--- src/rtl/fetch_pkg.sv ---
// Shared types and constants for the instruction fetch sequencer.
package fetch_pkg;

    typedef enum logic [1:0] {
        IDLE  = 2'd0,
        FETCH = 2'd1,
        HALT  = 2'd2
    } fetch_state_t;

    typedef struct packed {
        logic [31:0] pc;
        logic [31:0] instr;
    } fetch_entry_t;

    localparam logic [31:0] RESET_PC  = 32'h0000_0000;
    localparam logic [31:0] NOP_INSTR = 32'h0000_0013;

    // A fetch address is unusable if it is not word aligned or lies past the memory.
    function automatic logic is_bad_addr(input logic [31:0] addr, input logic [31:0] limit);
        return (addr[1:0] != 2'b00) || (addr >= limit);
    endfunction

endpackage

--- src/rtl/inst_fetch_ctrl_if.sv ---
// Memory, decode and redirect signals of the fetch sequencer.
interface inst_fetch_ctrl_if;

    logic [31:0] FetchPC;
    logic [31:0] MemInstr;
    logic        IF_Valid;
    logic [31:0] IF_Instr;
    logic [31:0] IF_PC;
    logic        ID_Ready;
    logic        RedirectValid;
    logic [31:0] RedirectPC;
    logic        Halted;

    modport master (
        output FetchPC,
        input  MemInstr,
        output IF_Valid,
        output IF_Instr,
        output IF_PC,
        input  ID_Ready,
        input  RedirectValid,
        input  RedirectPC,
        output Halted
    );

    modport slave (
        input  FetchPC,
        output MemInstr,
        input  IF_Valid,
        input  IF_Instr,
        input  IF_PC,
        output ID_Ready,
        output RedirectValid,
        output RedirectPC,
        input  Halted
    );

endinterface

--- src/rtl/fetch_buffer.sv ---
// Two-entry fetch FIFO kept as a shift pair so the head is always a register.
module fetch_buffer
    import fetch_pkg::*;
(
    input  logic         clk,
    input  logic         rst,
    input  logic         push,
    input  logic         pop,
    input  logic         flush,
    input  fetch_entry_t push_entry,
    output logic [1:0]   count,
    output logic         head_valid,
    output fetch_entry_t head
);

    fetch_entry_t e0_r, e1_r, e0_n, e1_n;
    logic [1:0]   cnt_r, cnt_n;
    logic         valid_r, valid_n;
    logic         pop_ok_s, push_ok_s;

    assign pop_ok_s  = pop && (cnt_r != 2'd0);
    assign push_ok_s = push && ((cnt_r != 2'd2) || pop_ok_s);

    // Next entry/count selection; flush overrides any push or pop.
    always_comb begin
        e0_n = e0_r;
        e1_n = e1_r;
        cnt_n = cnt_r;
        if (flush) begin
            cnt_n = 2'd0;
        end else begin
            case ({push_ok_s, pop_ok_s})
                2'b10: begin
                    if (cnt_r == 2'd0) begin
                        e0_n = push_entry;
                    end else begin
                        e1_n = push_entry;
                    end
                    cnt_n = cnt_r + 2'd1;
                end
                2'b01: begin
                    e0_n = e1_r;
                    cnt_n = cnt_r - 2'd1;
                end
                2'b11: begin
                    if (cnt_r == 2'd1) begin
                        e0_n = push_entry;
                    end else begin
                        e0_n = e1_r;
                        e1_n = push_entry;
                    end
                end
                default: begin
                    cnt_n = cnt_r;
                end
            endcase
        end
        valid_n = (cnt_n != 2'd0);
    end

    // Storage, occupancy and head-valid registers.
    always_ff @(posedge clk or posedge rst) begin
        if (rst) begin
            e0_r    <= '0;
            e1_r    <= '0;
            cnt_r   <= 2'd0;
            valid_r <= 1'b0;
        end else begin
            e0_r    <= e0_n;
            e1_r    <= e1_n;
            cnt_r   <= cnt_n;
            valid_r <= valid_n;
        end
    end

    assign count      = cnt_r;
    assign head_valid = valid_r;
    assign head       = e0_r;

endmodule

--- src/rtl/inst_fetch_ctrl.sv ---
// Fetch sequencer: PC register, IDLE/FETCH/HALT control, bad-address check
// and redirect handling around a two-entry fetch buffer.
module inst_fetch_ctrl #(
    parameter logic [31:0] RESET_PC  = fetch_pkg::RESET_PC,
    parameter int          MEM_WORDS = 256
) (
    input  logic               Clk,
    input  logic               Reset,
    inst_fetch_ctrl_if.master  bus
);
    import fetch_pkg::*;

    localparam logic [31:0] ADDR_LIMIT = 32'(MEM_WORDS * 4);

    fetch_state_t state_r, state_n;
    logic [31:0]  pc_r, pc_n;
    logic         halted_r, halted_n;
    logic         push_s, pop_s, space_s, bad_s;
    logic [1:0]   buf_count_s;
    logic         head_valid_s;
    fetch_entry_t head_s;
    fetch_entry_t push_entry_s;

    assign pop_s        = head_valid_s & bus.ID_Ready;
    assign space_s      = (buf_count_s != 2'd2) | pop_s;
    assign bad_s        = is_bad_addr(pc_r, ADDR_LIMIT);
    assign push_entry_s = '{pc: pc_r, instr: bus.MemInstr};

    // Next state, next PC and push decision; a redirect beats everything else.
    always_comb begin
        state_n  = state_r;
        pc_n     = pc_r;
        halted_n = halted_r;
        push_s   = 1'b0;
        if (bus.RedirectValid) begin
            state_n  = FETCH;
            pc_n     = bus.RedirectPC;
            halted_n = 1'b0;
        end else begin
            case (state_r)
                IDLE: begin
                    state_n = FETCH;
                end
                FETCH: begin
                    if (bad_s) begin
                        state_n  = HALT;
                        halted_n = 1'b1;
                    end else if (space_s) begin
                        push_s = 1'b1;
                        pc_n   = pc_r + 32'd4;
                    end else begin
                        pc_n = pc_r;
                    end
                end
                HALT: begin
                    halted_n = 1'b1;
                end
                default: begin
                    state_n = IDLE;
                end
            endcase
        end
    end

    // State, PC and halt flag registers.
    always_ff @(posedge Clk or posedge Reset) begin
        if (Reset) begin
            state_r  <= IDLE;
            pc_r     <= RESET_PC;
            halted_r <= 1'b0;
        end else begin
            state_r  <= state_n;
            pc_r     <= pc_n;
            halted_r <= halted_n;
        end
    end

    fetch_buffer u_buf (
        .clk        (Clk),
        .rst        (Reset),
        .push       (push_s),
        .pop        (pop_s),
        .flush      (bus.RedirectValid),
        .push_entry (push_entry_s),
        .count      (buf_count_s),
        .head_valid (head_valid_s),
        .head       (head_s)
    );

    assign bus.FetchPC  = pc_r;
    assign bus.IF_Valid = head_valid_s;
    assign bus.IF_Instr = head_s.instr;
    assign bus.IF_PC    = head_s.pc;
    assign bus.Halted   = halted_r;

endmodule

--- src/flat_wrapper.sv ---
// flat-port wrapper written by rule: the top's interface ports become plain ports
module inst_fetch_ctrl_flat import fetch_pkg::*;
#(
    parameter logic [31:0] RESET_PC  = fetch_pkg::RESET_PC,
    parameter int          MEM_WORDS = 256
)
  (Clk, Reset, bus_FetchPC, bus_MemInstr, bus_IF_Valid, bus_IF_Instr, bus_IF_PC, bus_ID_Ready, bus_RedirectValid, bus_RedirectPC, bus_Halted);
  inst_fetch_ctrl_if bus_i ();
  input  logic Clk;
  input  logic Reset;
  output wire logic [$bits(bus_i.FetchPC)-1:0] bus_FetchPC;
  input wire logic [$bits(bus_i.MemInstr)-1:0] bus_MemInstr;
  output wire logic [$bits(bus_i.IF_Valid)-1:0] bus_IF_Valid;
  output wire logic [$bits(bus_i.IF_Instr)-1:0] bus_IF_Instr;
  output wire logic [$bits(bus_i.IF_PC)-1:0] bus_IF_PC;
  input wire logic [$bits(bus_i.ID_Ready)-1:0] bus_ID_Ready;
  input wire logic [$bits(bus_i.RedirectValid)-1:0] bus_RedirectValid;
  input wire logic [$bits(bus_i.RedirectPC)-1:0] bus_RedirectPC;
  output wire logic [$bits(bus_i.Halted)-1:0] bus_Halted;
  assign bus_FetchPC = bus_i.FetchPC;
  assign bus_i.MemInstr = bus_MemInstr;
  assign bus_IF_Valid = bus_i.IF_Valid;
  assign bus_IF_Instr = bus_i.IF_Instr;
  assign bus_IF_PC = bus_i.IF_PC;
  assign bus_i.ID_Ready = bus_ID_Ready;
  assign bus_i.RedirectValid = bus_RedirectValid;
  assign bus_i.RedirectPC = bus_RedirectPC;
  assign bus_Halted = bus_i.Halted;
  inst_fetch_ctrl #(.RESET_PC(RESET_PC), .MEM_WORDS(MEM_WORDS)) u_core (.Clk(Clk), .Reset(Reset), .bus(bus_i));
endmodule
--- config.mk ---
export PLATFORM = sky130hd
export DESIGN_NAME = inst_fetch_ctrl_flat
export DESIGN_NICKNAME = d
export VERILOG_FILES = /design/src/rtl/fetch_pkg.sv /design/src/rtl/inst_fetch_ctrl_if.sv /design/src/rtl/fetch_buffer.sv /design/src/rtl/inst_fetch_ctrl.sv /design/src/flat_wrapper.sv
export SDC_FILE = /design/constraint.sdc
export NUM_CORES = 1
export LEC_CHECK = 0
export CORE_MARGIN = 2
export CORE_UTILIZATION = 50
export DETAILED_ROUTE_END_ITERATION = 6
export PLACE_DENSITY = 0.91
export REMOVE_ABC_BUFFERS = 1
export SLEW_MARGIN = 30
export SYNTH_ARGS = -nofsm -noshare
export SYNTH_HDL_FRONTEND = slang
export SYNTH_SLANG_ARGS = --single-unit
--- constraint.sdc ---
create_clock -name Clk -period 16.3 [get_ports Clk]
set_input_delay 2.445 -clock Clk [delete_from_list [all_inputs] [get_ports Clk]]
set_output_delay 2.445 -clock Clk [all_outputs]
set_load 0.02 [all_outputs]
# Word level (Yosys, flattened, before mapping)

Cells that the tools add are included.

Word-level logic and storage cells: 70
Input port bits: 68
Register bits: 166

Magnitude comparators: 1
Reduce and logical (&&, ||, !) cells: 19
Bitwise gates (word level): 3
Multiplexer cells: 22
Equal/unequal tests: 13
Add/sub/neg operators: 3

Operators by type and width:

| cell                                                                     | number |
|---|---|
| 64-bit two-way mux                                                       | 4 |
| 64-bit one-hot mux with 3 select lines                                   | 1 |
| 32-bit two-way mux                                                       | 4 |
| 64-bit one-hot mux with 2 select lines                                   | 1 |
| 32-bit by 3-bit adder with 32-bit output (second input constant)         | 1 |
| 32-bit by 11-bit >= comparator with 1-bit output (second input constant) | 1 |
| 2-bit inequality test (second input constant)                            | 6 |
| 2-bit nonzero test                                                       | 6 |
| 2-bit by 1-bit equality test with 1-bit output (second input constant)   | 3 |
| 2-bit equality test (second input constant)                              | 3 |
| 1-bit two-way mux                                                        | 6 |
| 2-bit two-way mux                                                        | 3 |
| 2-bit one-hot mux with 3 select lines                                    | 1 |
| 3-bit AND reduction                                                      | 2 |
| 3-bit nonzero test                                                       | 2 |
| 2-bit zero test                                                          | 2 |
| 2-bit one-hot mux with 2 select lines                                    | 1 |
| 2-bit AND reduction                                                      | 2 |
| 4-bit AND reduction                                                      | 1 |
| 3-bit by 2-bit inequality test with 1-bit output (second input constant) | 1 |
| 2-bit by 1-bit adder with 2-bit output (second input constant)           | 1 |
| 1-bit logical AND                                                        | 2 |
| 1-bit logical OR                                                         | 2 |
| 1-bit one-hot mux with 2 select lines                                    | 1 |
| 4 further kinds                                                          | 4 |

# Depth between registers and ports, before layout

Gate-level depths: netlist of the first run.

Word-level depth: 11
Gate-level depth with buffers: 12
Mapped depth without buffers: 11

# Hierarchy

Synthesis of the first run repeated with hierarchy kept, for this count alone.

Cells, all modules: 575
Area total of the unflattened synthesis: 7259.5 um^2

Modules (own cells, without submodules):

| module          | times used | cells each | area an instance (um^2) |
|---|---|---|---|
| fetch_buffer    | 1          | 437        | 5612.9 |
| inst_fetch_ctrl | 1          | 138        | 1646.6 |

# Least setup slack after synthesis of the first run

OpenSTA, ideal clock, no wires.

Path kind: input-to-reg
From: in bus_RedirectValid
To: reg u_core.u_buf.e1_r[0] (netlist name)
Data arrival time: 4703 ps
Buffers on the path: 3
Setup slack: 11472 ps
Library setup time: 125 ps
Stages: 10
Cells stage by stage: clkbuf_1 -> buf_1 -> a211oi_1 -> and2_1 -> ha_1 -> a22oi_1 -> o21ai_0 -> nor2_1 -> buf_2 -> mux2_2

Word-level cells in the longest chain between the ends: 5

RTL lines:

| element                                                               | line                  | text |
|---|---|---|
| start: declaration                                                    | flat_wrapper.sv:17    | `input wire logic [$bits(bus_i.RedirectValid)-1:0] bus_RedirectValid;` |
| 1-bit two-way mux                                                     | inst_fetch_ctrl.sv:35 | `if (bus.RedirectValid) begin` |
| 1-bit logical AND                                                     | fetch_buffer.sv:22    | `assign push_ok_s = push && ((cnt_r != 2'd2) \|\| pop_ok_s);` |
| 2-bit equality test                                                   | fetch_buffer.sv:32    | `case ({push_ok_s, pop_ok_s})` |
| 2-bit inequality test (no line) or 2-bit nonzero test (tied branches) | n/a                   |  |
| 4-bit AND reduction (no line)                                         | n/a                   |  |
| end signal: assignment                                                | fetch_buffer.sv:70    | `e1_r <= e1_n;` |
| end: declaration                                                      | fetch_buffer.sv:16    | `fetch_entry_t e0_r, e1_r, e0_n, e1_n;` |

Several ways; a longest one is shown, not always the timed one.
A chain may end at the register's enable or synchronous reset.

# Worst setup path in the final report of the first run

From: in bus_ID_Ready
To: reg u_core.u_buf.e1_r[46] (netlist name)

Word-level cells in the longest chain between the ends: 10

RTL lines:

| element                                                               | line                  | text |
|---|---|---|
| start: declaration                                                    | flat_wrapper.sv:16    | `input wire logic [$bits(bus_i.ID_Ready)-1:0] bus_ID_Ready;` |
| 1-bit AND (*)                                                         | inst_fetch_ctrl.sv:24 | `assign pop_s = head_valid_s & bus.ID_Ready;` |
| 1-bit OR                                                              | inst_fetch_ctrl.sv:25 | `assign space_s = (buf_count_s != 2'd2) \| pop_s;` |
| 1-bit two-way mux                                                     | inst_fetch_ctrl.sv:48 | `end else if (space_s) begin` |
| 1-bit two-way mux                                                     | inst_fetch_ctrl.sv:45 | `if (bad_s) begin` |
| 1-bit two-way mux                                                     | inst_fetch_ctrl.sv:40 | `case (state_r)` |
| 1-bit two-way mux                                                     | inst_fetch_ctrl.sv:35 |  |
| 1-bit logical AND                                                     | fetch_buffer.sv:22    |  |
| 2-bit equality test                                                   | fetch_buffer.sv:32    |  |
| 2-bit inequality test (no line) or 2-bit nonzero test (tied branches) | n/a                   |  |
| 4-bit AND reduction (no line)                                         | n/a                   |  |

Every way passes the cells marked *; elsewhere a longest branch is shown, timed or not.

==> results.md, run 1 <==
- Non-filler cells in the finished layout: 878
- Critical path required time: 16.60 ns
- FILL cells: 985
- Synth Warn #: 0
- Total grt overflow: 0
- CTS resizes: 0
- Post-Route Setup TNS: 0 ns
- IO buf count: 165
- Clock period minus worst slack: 5.75 ns
- Grt met3 use: 5.95%
- CTS Root Cell: clkbuf_16
- Layout cell share with drive strength beyond 1: 28.1%
- Total CTS buffers: 17
- GRT Total Usage: 22.0%
- Die Ht: 125 um
- Crit path capture: u_core.u_buf.e1_r[46]
- Worst slew margin: 38.3%
- Max rail drop VDD: 69.8 uV
- Grt peak-use layer: met2
- Starting density of the core: 50.8%
- WL final: 16900 um
- Initial antenna violation count: 0
- Share of the synthesized area in the top cell type: 56.7%
- Grt met2 use: 36.2%
- Top Ports: 166
- Worst Path Max Fanout: 37
- CP endpoint kind: flip-flop
- Async SR Flop Fraction: 100%
- Postcts setup bufs: 0
- Gpl congestion: 0.827
- # Max-Cap Violations: 0
- Reg2reg start: u_core.bus.FetchPC[23]
- Die area: 15600 sq um
- Drt initial violations: 246
- Leak: 4.60 nW
- Main flop type after synthesis: dfrtp_1
- Syn Inst Count: 526
- Layout Area Growth over Synthesis: 33.4%
- Row count: 44
- DRC violations left: 0
- Setup-failing EPs final: 0
- Post-synth EDFFs: 0
- Clock-pin slew on the worst setup and hold paths: 0.06 ns
- Worst setup SP type: primary input
- Largest net degree at the start of global routing: 99
- Die Wd: 125 um
- Seq/Total Area, Yosys: 56.7%
- DP Wirelength: 11100 um
- Synth top area cells: dfrtp_1 (57%), mux2_2 (22%), a22o_1 (7.7%)
- Post-synthesis cell type count: 48
- Met1 Usage GRT: 27.9%
- Clock sinks: 166
- Worst setup path start: bus_ID_Ready
- FF-to-FF End: u_core.u_buf.e1_r[46]
- Internal reg-to-reg setup slack: 11.90 ns
- Vias in the first global route: 5336
- Core area: 14400 sq um
- Worst-case clock skew: 0.0106 ns
- Routed via count: 5158
- Routed WL per cell: 19.2 um
- # diodes: 0
- Slew Viols, Final: 0
- RSZ-0062 raised after global routing: no
- Antenna-violating nets left: 0
- DR pass1 iterations: 6
- FF+latch count, synth: 166
- Post-Syn Area: 7330 sq um
- Skew-Pair Late Insertion Delay: 0.42 ns
- Longest Clk Path Bufs: 2
- Syn_area_per_cell: 13.9 sq um
- DP Cell Count: 847
- Final nets: 759
- Hold buffer count at cts: 0
- Critical path type: in -> reg
- Worst-Margin Slew: 0.906 ns
- Tcrit/Tclk final: 35.3%
- CTS tree: yes
- Pwr dens: 99.3 nW/um^2
- Final hold violation count: 0
- CP arrival: 6.06 ns
- Status: completed
- CTS HTree Levels: 4
- Hold WC Path Type: reg -> reg
- Post-synth top area cell: dfrtp_1
- Via density per instance: 5.87
- Reg2Reg Depth: 9
- Global-route wire length before repair: 27600 um
- Peak Freq: 0.174 GHz
==> cell type report <==
cell class | count | area, sq um | area share [%]
sequential | 166 | 4150 | 42.5
multi-input combinational | 316 | 2980 | 30.5
timing repair buffer | 171 | 1690 | 17.3
clock buffer | 18 | 439 | 4.50
tap | 184 | 230 | 2.36
clock inverter | 13 | 229 | 2.34
inverter | 10 | 42.5 | 0.435
==> critical path, stage by stage <==
cell and delay (ns):
clkdlybuf4s50_1 0.52, nand2_1 0.06, nor2_1 0.19, inv_1 0.16
a211oi_1 0.33, and2_1 0.23, ha_1 0.30, o21ai_0 0.18
nor2_4 0.62, buf_4 0.56, mux2_2 0.41
==> layer usage <==
layer,wire (um),vias up
met5,0,-
met4,403,0
met3,845,35
met2,8420,179
met1,7180,2658
li1,-,2286
==> cell usage in the layout, fill, tap and decap left out, drive strengths merged, types with 2 or more instances in the layout <==
cell             n
dfrtp          166
clkdlybuf4s50  164
mux2           151
a22o            64
clkbuf          18
nand2           11
ha               9
inv              9
o21ai            7
nor4             7
nor2             7
buf              7
clkinv           7
nand3            6
bufinv           6
or3              5
nand4            5
nor2b            4
a31oi            3
or4              3
o311ai           3
a211oi           2
o211ai           2
nand2b           2
a21oi            2
o41ai            2
a22oi            2
mux2i            2
==> power breakdown <==
part	internal (W)	switching (W)
clock	0.000290	0.000160
sequential	0.000421	0.0000143
combinational	0.0000460	0.0000385
total	0.000757	0.000213
==> kinds of logic (layout without fill, tap and decap cells) <==
family / count (synthesis) / count (layout) / share of synthesized area, %
mux: 153 / 153 / 23.5
fa+ha+maj: 9 / 9 / 1.54
compound gates: 95 / 95 / 10.8
flops: 166 / 166 / 56.7
simple gates: 59 / 59 / 4.59
buf+inv: 44 / 212 / 2.87
==> metrics by stage <==
step,setup WS [ns],power [W],instance area (sq um),hold slack (ns),util [%]
2_1_floorplan,9.36,0.000479,7150,0.481,-
3_3_place_gp,10.37,0.000523,9100,0.469,63.1
3_5_place_dp,10.14,0.000526,9100,0.482,63.1
4_1_cts,10.59,0.000978,9770,0.496,67.7
5_1_grt,10.31,0.00100,9770,0.513,67.7
6_report,10.55,0.000970,9770,0.494,67.7
==> synthesized netlist by cell type (all sizes together), types with 3 or more instances <==
cell / count
mux2: 151
or4: 3
a22o: 64
inv: 10
o21ai: 7
a31oi: 3
ha: 9
dfrtp: 166
clkbuf: 18
o311ai: 3
nor4: 7
nand4: 5
nand3: 6
nand2: 11
buf: 16
nor2b: 4
or3: 5
nor2: 7
==> sequential cells by signal, summed over array words and instances, names as in the netlist <==
signal / flops
u_core.u_buf.e1_r: 64
u_core.u_buf.head_valid: 1
u_core.bus.FetchPC: 32
u_core.u_buf.head: 64
u_core.state_r: 2
u_core.u_buf.count: 2
u_core.bus.Halted: 1
==> worst min path at each step <==
stage / from / to / slack, ns / cells after the start
after CTS: u_core.u_buf.head[10] / u_core.u_buf.head[10] / 0.50 / 1
after global routing: u_core.u_buf.head[52] / u_core.u_buf.head[52] / 0.51 / 1
after floorplan: u_core.u_buf.e1_r[0] / u_core.u_buf.e1_r[0] / 0.48 / 1
final: u_core.u_buf.head[10] / u_core.u_buf.head[10] / 0.49 / 1
after global placement: u_core.u_buf.head[8] / u_core.u_buf.head[8] / 0.47 / 1
after detailed placement: u_core.u_buf.head[10] / u_core.u_buf.head[10] / 0.48 / 1
Power figures use the tool's default switching activity.
==> run 2: changes to the inputs <==
--- a/config.mk
+++ b/config.mk
@@ -6,9 +6,9 @@
 export NUM_CORES = 1
 export LEC_CHECK = 0
 export CORE_MARGIN = 2
-export CORE_UTILIZATION = 50
+export CORE_UTILIZATION = 46
 export DETAILED_ROUTE_END_ITERATION = 6
-export PLACE_DENSITY = 0.91
+export PLACE_DENSITY = 0.88
 export REMOVE_ABC_BUFFERS = 1
 export SLEW_MARGIN = 30
 export SYNTH_ARGS = -nofsm -noshare
==> constraint.sdc (replaced) <==
create_clock -name Clk -period 4.67 [get_ports Clk]
set_input_delay 0.7005 -clock Clk [delete_from_list [all_inputs] [get_ports Clk]]
set_output_delay 0.7005 -clock Clk [all_outputs]
set_load 0.02 [all_outputs]
==> run 2 against run 1 <==
  * Via count is 1.0% lower
  * Count of clock-buffer cells in the layout is 5 higher
  * Power grew to 3.2 times the previous value
  * Sequential power grew to 3.5 times the previous value
  * Sequential cell count stayed put
  * Clock power grew to 2.9 times the previous value
==> results.md, run 2 (synthesis results as in run 1) <==
- Status: completed (unchanged)
- Antenna-violating nets left: 0 (unchanged)
- Critical path required time: 5.03 ns (was 16.60 ns)
- Final instance area: 9790 sq um (was 9770 sq um)
- Worst slew margin: 48.1% (was 38.3%)
- Postcts setup bufs: 0 (unchanged)
- Worst-case clock skew: 0.0128 ns (was 0.0106 ns)
- DP Wirelength: 11600 um (was 11100 um)
- Starting density of the core: 46.6% (was 50.8%)
- Proportion of power drawn by combinational gates: 9.5% (was 8.7%)
- Most frequent cells in the layout: dfrtp_1 (166), clkdlybuf4s50_1 (164), mux2_2 (146) (unchanged)
- Die Ht: 130 um (was 125 um)
- Pwr Total: 0.00315 W (was 0.000970 W)
- Pint: 0.00242 W (was 0.000757 W)
- # diodes: 0 (unchanged)
- Top Ports: 166 (unchanged)
- Global-route wire length before repair: 27000 um (was 27600 um)
- Largest net degree at the start of global routing: 99 (unchanged)
- Layout cell share with drive strength beyond 1: 28.3% (was 28.1%)
- Final nets: 764 (was 759)
- CP arrival: 3.99 ns (was 6.06 ns)
- Worst setup SP type: flip-flop (was primary input)
- CTS tree: yes (unchanged)
- Gpl congestion: 0.793 (was 0.827)
- WL final: 17400 um (was 16900 um)
- CTS Root Cell: clkbuf_16 (unchanged)
- Peak Freq: 0.276 GHz
- Die Wd: 130 um (was 125 um)
- RSZ-0062 raised after global routing: no (unchanged)
- Clock-pin slew on the worst setup and hold paths: 0.06 ns (about the same)
- # Max-Cap Violations: 0 (unchanged)
- Clock period minus worst slack: 3.63 ns
- Setup-failing EPs final: 0 (unchanged)
- Cell family with the largest share of critical-path delay: simple AND/OR/NAND/NOR gates (was buffers and inverters)
- Skew-Pair Late Insertion Delay: 0.43 ns (was 0.42 ns)
- Hold WC Path Type: reg -> reg (unchanged)
- Slew Viols, Final: 0 (unchanged)
- Total CTS buffers: 17 (unchanged)
- Max stage delay on crit path: 0.70 ns (was 0.62 ns)
- Core area: 15700 sq um (was 14400 sq um)
- DR pass1 iterations: 4 (was 6)
- Commonest non-fill, non-tap cell in the layout: dfrtp_1 (unchanged)
- Pwr dens: 322 nW/um^2 (was 99.3 nW/um^2)
- Critical path type: reg -> reg (was in -> reg)
- Cell Chain, Critical Path: nor4_1, nand2_1, nor2_1, and2_1, ha_1, a21o_2, buf_12, a22o_1, mux2_2 (was clkdlybuf4s50_1, nand2_1, nor2_1, inv_1, a211oi_1, and2_1, ha_1, o21ai_0, nor2_4, buf_4, mux2_2)
- Hold buffer count at cts: 0 (unchanged)
- Leak: 4.59 nW (was 4.60 nW)
- Post-DP Area: 9200 sq um (was 9100 sq um)
- Drt initial violations: 279 (was 246)
- Longest Clk Path Bufs: 2 (unchanged)
- Via density per instance: 5.58 (was 5.87)
- Layout Area Growth over Synthesis: 33.6% (was 33.4%)
- Total grt overflow: 0 (unchanged)
- DRC violations left: 0 (unchanged)
- FILL cells: 1176 (was 985)
- Vias in the first global route: 5215 (was 5336)
- Psw: 0.000732 W (was 0.000213 W)
- GRT Total Usage: 20.7% (was 22.0%)
- Worst Path Max Fanout: 36 (was 37)
- Hold slack: 0.490 ns (was 0.494 ns)
- CTS resizes: 0 (unchanged)
- Clock power frac: 42.2% (was 46.4%)
- WP buf/inv: 1 (was 3)
- Tcrit/Tclk final: 77.7%
- Initial antenna violation count: 0 (unchanged)
- Row count: 46 (was 44)
- Worst path slowest cell: nor4_1 (was nor2_4)
- Worst-Margin Slew: 0.771 ns (was 0.906 ns)
- IO buf count: 165 (unchanged)
- CTS HTree Levels: 4 (unchanged)
- Final hold violation count: 0 (unchanged)
- Seq pwr share: 48.3% (was 44.8%)
- Routed via count: 5106 (was 5158)
- Die area: 17000 sq um (was 15600 sq um)
- Routed WL per cell: 19.1 um (was 19.2 um)
- CP endpoint kind: flip-flop (unchanged)
- Net Sw Frac: 23.2% (was 22.0%)
- Max rail drop VDD: 242 uV (was 69.8 uV)
- Clock sinks: 166 (unchanged)
-- run 2: cell count changes in the layout (fill, tap and decap cells not counted) --
cell	change
buf_16	+1
clkinvlp_4	+1
clkbuf_1	+2
buf_4	+2
clkbuf_8	+3
buf_12	+2
clkinv_2	+1
bufinv_16	-5
clkinv_4	-2
-- run 2: per-layer routing --
layer  vias to the layer above  global-route usage, %  wire (um)
met5                         -                      0          0
met4                         0                   7.91        327
met3                        31                   4.59        873
met2                       180                   34.5       8880
met1                      2602                   26.6       7370
li1                       2293                      -          -
-- run 2: worst paths after layout --
| kind | start | end | cells after the start | slack, ns |
|---|---|---|---|---|
| worst max register to register | u_core.bus.FetchPC[16] | u_core.u_buf.head[63] | 9 | 1.04 |
| worst min register to register | u_core.u_buf.head[10] | u_core.u_buf.head[10] | 1 | 0.49 |
| worst min-delay path | u_core.u_buf.head[10] | u_core.u_buf.head[10] | 1 | 0.49 |
| min in group asynchronous | Reset | u_core.u_buf.head[13] | 2 | 0.59 |
| worst max-delay path | u_core.bus.FetchPC[16] | u_core.u_buf.head[63] | 9 | 1.04 |
| max in group asynchronous | Reset | u_core.u_buf.count[0] | 3 | 3.44 |
-- run 2: power by group through the flow --
stage | Clock [W] | Combinational, W | Sequential (W)
floorplan | 0 | 0.000106 | 0.00156
global placement | 0 | 0.000287 | 0.00154
detailed placement | 0 | 0.000297 | 0.00154
CTS | 0.00136 | 0.000300 | 0.00152
global route | 0.00142 | 0.000323 | 0.00152
finish | 0.00133 | 0.000299 | 0.00152
-- run 2: worst register-to-register path, cell delays in order (launching register included) --
cell,delay [ns]
dfrtp_1,0.43
nor4_1,0.70
nand2_1,0.43
nor2_1,0.26
and2_1,0.22
ha_1,0.30
a21o_2,0.56
buf_12,0.31
a22o_1,0.19
mux2_2,0.15
-- run 2: per-stage QoR --
stage                     TNS, ns  std cells  util (%)  worst slack [ns]
after detailed placement        0        883      58.5             0.963
after global placement          0        883      58.5              1.14
final                           0        915      62.3              1.04
after global routing            0        915      62.3             0.822
after floorplan           -130.56        492         -            -0.521
after CTS                       0        914      62.1              1.14
-- run 2: layout make-up --
class / instances / area [sq um] / share of cell area (%)
tap: 216 / 270 / 2.76
multi-input combinational: 316 / 2980 / 30.5
inverter: 10 / 42.5 / 0.435
timing repair buffer: 176 / 1770 / 18.1
clock inverter: 8 / 73.8 / 0.754
sequential: 166 / 4150 / 42.4
clock buffer: 23 / 488 / 4.99
